===== src/rtl/strb_memory.sv =====
// Byte-strobed word memory with a post-reset clear sequence, range-checked
// accesses, selectable read/write collision policy and 1- or 2-cycle read latency.
module strb_memory #(
    parameter int ADDR_WIDTH   = 6,
    parameter int DATA_WIDTH   = 32,
    parameter int DEPTH        = 32,
    parameter int READ_LATENCY = 1,
    parameter int WRITE_FIRST  = 1
) (
    input  logic                    clk,
    input  logic                    reset,
    input  logic [ADDR_WIDTH-1:0]   write_address,
    input  logic [DATA_WIDTH-1:0]   write_data,
    input  logic [DATA_WIDTH/8-1:0] write_strb,
    input  logic                    w_en,
    input  logic [ADDR_WIDTH-1:0]   read_address,
    input  logic                    out_en,
    output logic [DATA_WIDTH-1:0]   read_data,
    output logic                    read_valid,
    output logic                    read_err,
    output logic                    write_err,
    output logic                    init_busy
);

    localparam int LANES = DATA_WIDTH / 8;
    localparam int IDX_W = (DEPTH > 1) ? $clog2(DEPTH) : 1;
    localparam logic [ADDR_WIDTH:0] DEPTH_LIM = (ADDR_WIDTH + 1)'(DEPTH);
    localparam logic [IDX_W-1:0]    LAST_IDX  = IDX_W'(DEPTH - 1);

    typedef enum logic {
        ST_INIT,
        ST_RUN
    } state_t;

    state_t           state_reg, state_next;
    logic [IDX_W-1:0] clr_cnt_reg, clr_cnt_next;

    logic             run_en;
    logic             clearing;
    logic             wr_in_range;
    logic             rd_in_range;
    logic             wr_accept;
    logic             rd_accept;
    logic [IDX_W-1:0] wr_idx;
    logic [IDX_W-1:0] rd_idx;
    logic [DATA_WIDTH-1:0] rd_word;

    logic             valid1_reg;
    logic             err1_reg;
    logic             write_err_reg;

    always_ff @(posedge clk) begin
        if (reset) begin
            state_reg   <= ST_INIT;
            clr_cnt_reg <= '0;
        end else begin
            state_reg   <= state_next;
            clr_cnt_reg <= clr_cnt_next;
        end
    end

    always_comb begin
        state_next   = state_reg;
        clr_cnt_next = clr_cnt_reg;
        if (state_reg == ST_INIT) begin
            clr_cnt_next = clr_cnt_reg + 1'b1;
            if (clr_cnt_reg == LAST_IDX) begin
                state_next   = ST_RUN;
                clr_cnt_next = '0;
            end
        end
    end

    // Full-width compare so out-of-range addresses never alias onto real words.
    assign wr_in_range = {1'b0, write_address} < DEPTH_LIM;
    assign rd_in_range = {1'b0, read_address} < DEPTH_LIM;

    assign run_en    = (state_reg == ST_RUN) && !reset;
    assign clearing  = (state_reg == ST_INIT) && !reset;
    assign wr_accept = run_en && w_en && wr_in_range;
    assign rd_accept = run_en && out_en;
    assign wr_idx    = clearing ? clr_cnt_reg : write_address[IDX_W-1:0];
    assign rd_idx    = read_address[IDX_W-1:0];

    // One narrow RAM per byte lane keeps the byte enables a plain write enable.
    for (genvar gi = 0; gi < LANES; gi++) begin : g_lane
        logic [7:0] mem_lane [DEPTH];
        logic [7:0] rd_lane_reg;
        logic [7:0] wr_byte;
        logic       lane_we;
        logic       collide;

        assign wr_byte = clearing ? 8'h00 : write_data[8*gi +: 8];
        assign lane_we = clearing || (wr_accept && write_strb[gi]);
        assign collide = (WRITE_FIRST != 0) && lane_we && (wr_idx == rd_idx);

        always_ff @(posedge clk) begin
            if (lane_we) begin
                mem_lane[wr_idx] <= wr_byte;
            end
            if (reset) begin
                rd_lane_reg <= '0;
            end else if (rd_accept) begin
                if (!rd_in_range) begin
                    rd_lane_reg <= '0;
                end else if (collide) begin
                    rd_lane_reg <= wr_byte;
                end else begin
                    rd_lane_reg <= mem_lane[rd_idx];
                end
            end
        end

        assign rd_word[8*gi +: 8] = rd_lane_reg;
    end

    always_ff @(posedge clk) begin
        if (reset) begin
            valid1_reg    <= 1'b0;
            err1_reg      <= 1'b0;
            write_err_reg <= 1'b0;
        end else begin
            valid1_reg    <= rd_accept;
            err1_reg      <= rd_accept && !rd_in_range;
            write_err_reg <= run_en && w_en && !wr_in_range;
        end
    end

    if (READ_LATENCY == 2) begin : g_lat2
        logic                  valid2_reg;
        logic                  err2_reg;
        logic [DATA_WIDTH-1:0] data2_reg;

        always_ff @(posedge clk) begin
            if (reset) begin
                valid2_reg <= 1'b0;
                err2_reg   <= 1'b0;
                data2_reg  <= '0;
            end else begin
                valid2_reg <= valid1_reg;
                err2_reg   <= err1_reg;
                if (valid1_reg) begin
                    data2_reg <= rd_word;
                end
            end
        end

        assign read_data  = data2_reg;
        assign read_valid = valid2_reg;
        assign read_err   = err2_reg;
    end else begin : g_lat1
        assign read_data  = rd_word;
        assign read_valid = valid1_reg;
        assign read_err   = err1_reg;
    end

    assign write_err = write_err_reg;
    assign init_busy = (state_reg == ST_INIT);

endmodule


===== config.mk =====
export PLATFORM = sky130hd
export DESIGN_NAME = strb_memory
export DESIGN_NICKNAME = d
export VERILOG_FILES = /design/src/rtl/strb_memory.sv
export SDC_FILE = /design/constraint.sdc
export NUM_CORES = 1
export LEC_CHECK = 0
export CAP_MARGIN = 10
export CORE_MARGIN = 1
export CORE_UTILIZATION = 59
export CTS_CLUSTER_SIZE = 10
export DETAILED_ROUTE_END_ITERATION = 10
export PLACE_DENSITY = 0.76
export REMOVE_ABC_BUFFERS = 1
export SYNTH_ARGS = -nofsm -noshare
export SYNTH_HDL_FRONTEND = slang
export SYNTH_SLANG_ARGS = --single-unit

===== constraint.sdc =====
create_clock -name clk -period 3.15 [get_ports clk]
set_clock_uncertainty 0.15 [all_clocks]
set_input_delay 0.4725 -clock clk [delete_from_list [all_inputs] [get_ports clk]]
set_output_delay 0.4725 -clock clk [all_outputs]
set_load 0.05 [all_outputs]

==> Implementation_results.wiki <==
{| class="wikitable"
! Metric !! Value
|-
| Final Power || 0.0298 W
|-
| Quantity of gates resized following cts || 0
|-
| Worst R2R Start || state_reg
|-
| Xor and xnor fraction of the mapped netlist area || less than 1%
|-
| RSZ-0062 raised after global routing || no
|-
| Number of CTS-inserted buffers || 118
|-
| Vias per cell || 6.50
|-
| Total Wirelength || around 110000 um
|-
| Number of H-tree levels || 3
|-
| Worst max-slew margin expressed relative to the limit || 44.8%
|-
| Worst hold path type || in2reg
|-
| Row cnt || 97
|-
| Flip-flop count of the largest register, all copies and words added || 1024
|-
| Die extent in y || approximately 270 um
|-
| Starting density of the core || 59.7%
|-
| Utilization after layout || between 70% and 80%
|-
| Hold violation total from the final report || 0
|-
| Mux cell area share after synthesis || 13.2%
|-
| First-pass GRT wire length || around 160000 um
|-
| # port buffers || between 80 and 90
|-
| Cells after DPL || around 3500
|-
| Number of flops mapped to enable cells by yosys || roughly 1000
|-
| Period utilization || 96.0%
|-
| Clock insertion delay at the later pin of the skew report || 0.68 ns
|-
| Slowest Stage Delay on Critical Path || ~0.71 ns
|-
| Number of antenna repair diodes || 0
|-
| Pre-Repair DR Iteration Count || 8
|-
| Data required time of the worst path || 2.53 ns
|-
| Final GP Congestion || 0.980
|-
| Post-detail-place hpwl || between 70000 and 80000 um
|-
| Share of synthesized cell area in and, or, nand and nor gates || 4.66%
|-
| DIE AREA || 72100 um2
|-
| Crit-path slowest cell || clkdlybuf4s50_1
|-
| Final slew viol count || 0
|-
| Global route overflow || 0
|-
| Static Leakage || approximately 17 nW
|-
| Sinks on Clock Net || 1065
|-
| Commonest register cell after synthesis || edfxtp_1
|-
| Critical Path Start Type || register
|-
| Total GRT Usage || roughly a third
|-
| Peak supply drop || 0.445 mV
|-
| Unique masters post-synth || 53
|-
| Number of register bits inferred by synthesis || around 1100
|-
| Average routed wire per standard cell || between 30 and 40 um
|-
| Final setup violation count || 0
|-
| Fraction of final layout cells with drive strength greater than 1 || approximately 22%
|-
| First DRT Iteration DRCs || between 3000 and 4000
|-
| Core ar. || 70100 um2
|-
| DRC violations left || 0
|-
| Worst-case hold slack || 0.281 ns
|-
| Number of setup buffers added after CTS || 0
|-
| Outcome || finished, final reports clean
|-
| Reg2reg end || g_lane[1].rd_lane_reg[0]
|-
| Number of nets in the finished design || 2740
|-
| Floorplan die width || roughly 270 um
|-
| Dominant delay contributor by cell family on the critical path || buffers and inverters
|-
| Worst setup path category || reg2out
|-
| Clock tree buffer depth || 3
|-
| Total vias in the final route || 24200
|-
| Critical Path Stages || 3
|-
| Capture point of the critical path || init_busy
|-
| Ordered cell list for the critical path || buf_4 -> inv_1 -> clkdlybuf4s50_1
|-
| Total I/O pin count || 88
|-
| Residual antenna-violating net count after detailed routing || 0
|-
| Area of the mapped netlist || 41900 um2
|-
| Number of antenna violations at the first check in global routing || 1
|-
| Post-route minimum period || approximately 3 ns
|-
| Master cell of the clock root buffer || clkbuf_16
|-
| Clock tree from TritonCTS || yes
|-
| R2r setup slk || 0.25 ns
|-
| Via count of the first global-routing pass || 24100
|-
| Fraction of the mapped netlist area in compound gates || 4.82%
|-
| Max_cap viols || 0
|-
| Pin count of the biggest net entering global routing || between 40 and 50
|-
| Maximum net fanout on the critical path || 13
|-
| Async set or reset register ratio after synthesis || 0%
|-
| Combinational family with the most area after synthesis || multiplexers
|-
| Arrival time at the worst endpoint || 2.40 ns
|-
| Arithmetic-cell share of the synthesized area counting full adders, half adders and majority gates || 0.0597%
|-
| Post-synthesis to final-layout area growth || 18.4%
|-
| Sequential element share of the synthesized area || 75.4%
|-
| Top achievable clock speed || 331 MHz
|-
| Depth of the most critical reg-to-reg path || 9
|-
| Post-CTS Hold Buffers || 0
|-
| Final Non-Filler Cells || roughly 3700
|-
| Slew @ Worst Pin || ~0.82 ns
|-
| Crit path launch || state_reg
|-
| Areal power density over the cells || 602 nW/um2
|-
| Capturing element type of the critical path || output pin
|-
| Worst path bufs/invs || 3
|-
| Clock slew seen by the registers of the worst setup and hold paths || roughly 0.05 ns
|-
| Synthesized instance count || 2299
|-
| Post-Syn Area per Cell || 18.2 um2
|-
| Fin Setup TNS || 0 ns
|-
| Ys Warns || 0
|}
-- worst register-to-register path: cells and delay by family (launching register included) --
family | cells | cell delay, ns
simple gates | 4 | 0.89
buf+inv | 3 | 0.75
flops | 1 | 0.60
compound gates | 2 | 0.42
-- metal layers --
metal	GRT usage (%)	wire, um	vias to the layer above
met4	10.8	3690	0
met1	44.8	41600	12300
met5	0	0	-
met2	49.5	53200	1618
met3	7.00	13300	212
li1	-	-	10000
-- cell usage after synthesis, types with 2 or more instances --
| master | n | area [um2] |
|---|---|---|
| edfxtp_1 | 1024 | 30700 |
| mux2i_1 | 249 | 2490 |
| a22oi_1 | 182 | 1370 |
| nor2_1 | 155 | 582 |
| mux4_2 | 134 | 3020 |
| nand2_1 | 94 | 353 |
| nand3_1 | 65 | 325 |
| buf_2 | 62 | 310 |
| clkbuf_1 | 53 | 199 |
| dfxtp_1 | 41 | 821 |
| inv_1 | 26 | 97.6 |
| nand4_1 | 23 | 144 |
| and2_1 | 20 | 125 |
| a21o_1 | 15 | 113 |
| o21ai_0 | 15 | 75.1 |
| and4_1 | 14 | 123 |
| buf_4 | 11 | 82.6 |
| nor3_1 | 10 | 50.1 |
| a221o_1 | 7 | 70.1 |
| buf_1 | 7 | 26.3 |
| buf_6 | 7 | 78.8 |
| nand3b_1 | 6 | 45.0 |
| o211ai_1 | 6 | 45.0 |
| o221ai_1 | 6 | 52.6 |
| o221ai_2 | 6 | 90.1 |
| a31oi_1 | 5 | 31.3 |
| nor3b_1 | 5 | 37.5 |
| or3_1 | 5 | 31.3 |
| a21oi_1 | 4 | 20.0 |
| and3_1 | 4 | 25.0 |
| nor2b_1 | 4 | 25.0 |
| o21a_1 | 4 | 30.0 |
| nand2b_1 | 3 | 18.8 |
| a211oi_1 | 2 | 15.0 |
| a211oi_2 | 2 | 25.0 |
| a22oi_2 | 2 | 25.0 |
| ha_1 | 2 | 25.0 |
| nor2_2 | 2 | 12.5 |
| o211a_1 | 2 | 20.0 |
| or2_0 | 2 | 12.5 |
-- kinds of logic (layout without fill, tap and decap cells) --
kind of cell,after synthesis,after routing
AO/OA/AOI/OAI,263,263
XOR/XNOR,1,1
adder cells (fa/ha/maj),2,2
buffers and inverters,168,646
flip-flops,1065,1065
multiplexers,383,383
AND/OR/NAND/NOR,417,417
-- layout make-up --
class	instances	area [um2]
Clock buffer	207	3400
Clock inverter	4	42.5
Fill cell	4293	20600
Inverter	27	101
Multi-Input combinational cell	1066	9560
Sequential cell	1065	31600
Tap cell	940	1180
Timing Repair Buffer	408	3740
-- worst min-delay path by stage --
stage / from / to / depth (start not counted)
after CTS: write_data[13] / g_lane[1].rd_lane_reg[5] / 3
after floorplan: clr_cnt_reg[3] / clr_cnt_reg[3] / 2
final: write_data[13] / g_lane[1].rd_lane_reg[5] / 3
after global placement: g_lane[1].rd_lane_reg[0] / g_lane[1].rd_lane_reg[0] / 2
after global routing: write_data[13] / g_lane[1].rd_lane_reg[5] / 3
after detailed placement: g_lane[0].rd_lane_reg[2] / g_lane[0].rd_lane_reg[2] / 2
-- power by group --
| group | internal (W) | switching (W) |
|---|---|---|
| sequential | 0.0156 | 0.0000368 |
| clock | 0.00721 | 0.00520 |
| combinational | 0.000653 | 0.00110 |
-- cell usage in the layout, fill, tap and decap left out, types with 6 or more instances in the layout --
cell,synthesis,routed
edfxtp_1,1024,1024
buf_4,11,285
mux2i_1,249,249
a22oi_1,182,182
nor2_1,155,152
mux4_2,134,134
clkbuf_16,0,122
nand2_1,94,94
clkdlybuf4s50_1,0,84
clkbuf_1,53,82
nand3_1,65,65
dfxtp_1,41,41
buf_12,0,36
inv_1,26,26
nand4_1,23,23
and2_1,20,19
a21o_1,15,15
o21ai_0,15,15
and4_1,14,14
nor3_1,10,10
a221o_1,7,7
nand3b_1,6,6
o211ai_1,6,6
o221ai_1,6,6
o221ai_2,6,6
-- per-stage QoR --
stage | worst slack [ns] | instance area [um2]
after floorplan | -0.420 | 41200
after global placement | -0.114 | 46100
after detailed placement | -0.107 | 46100
after CTS | 0.140 | 49600
after global routing | 0.0279 | 49600
final | 0.127 | 49600
Note: power is estimated with default switching activity, not from simulation.
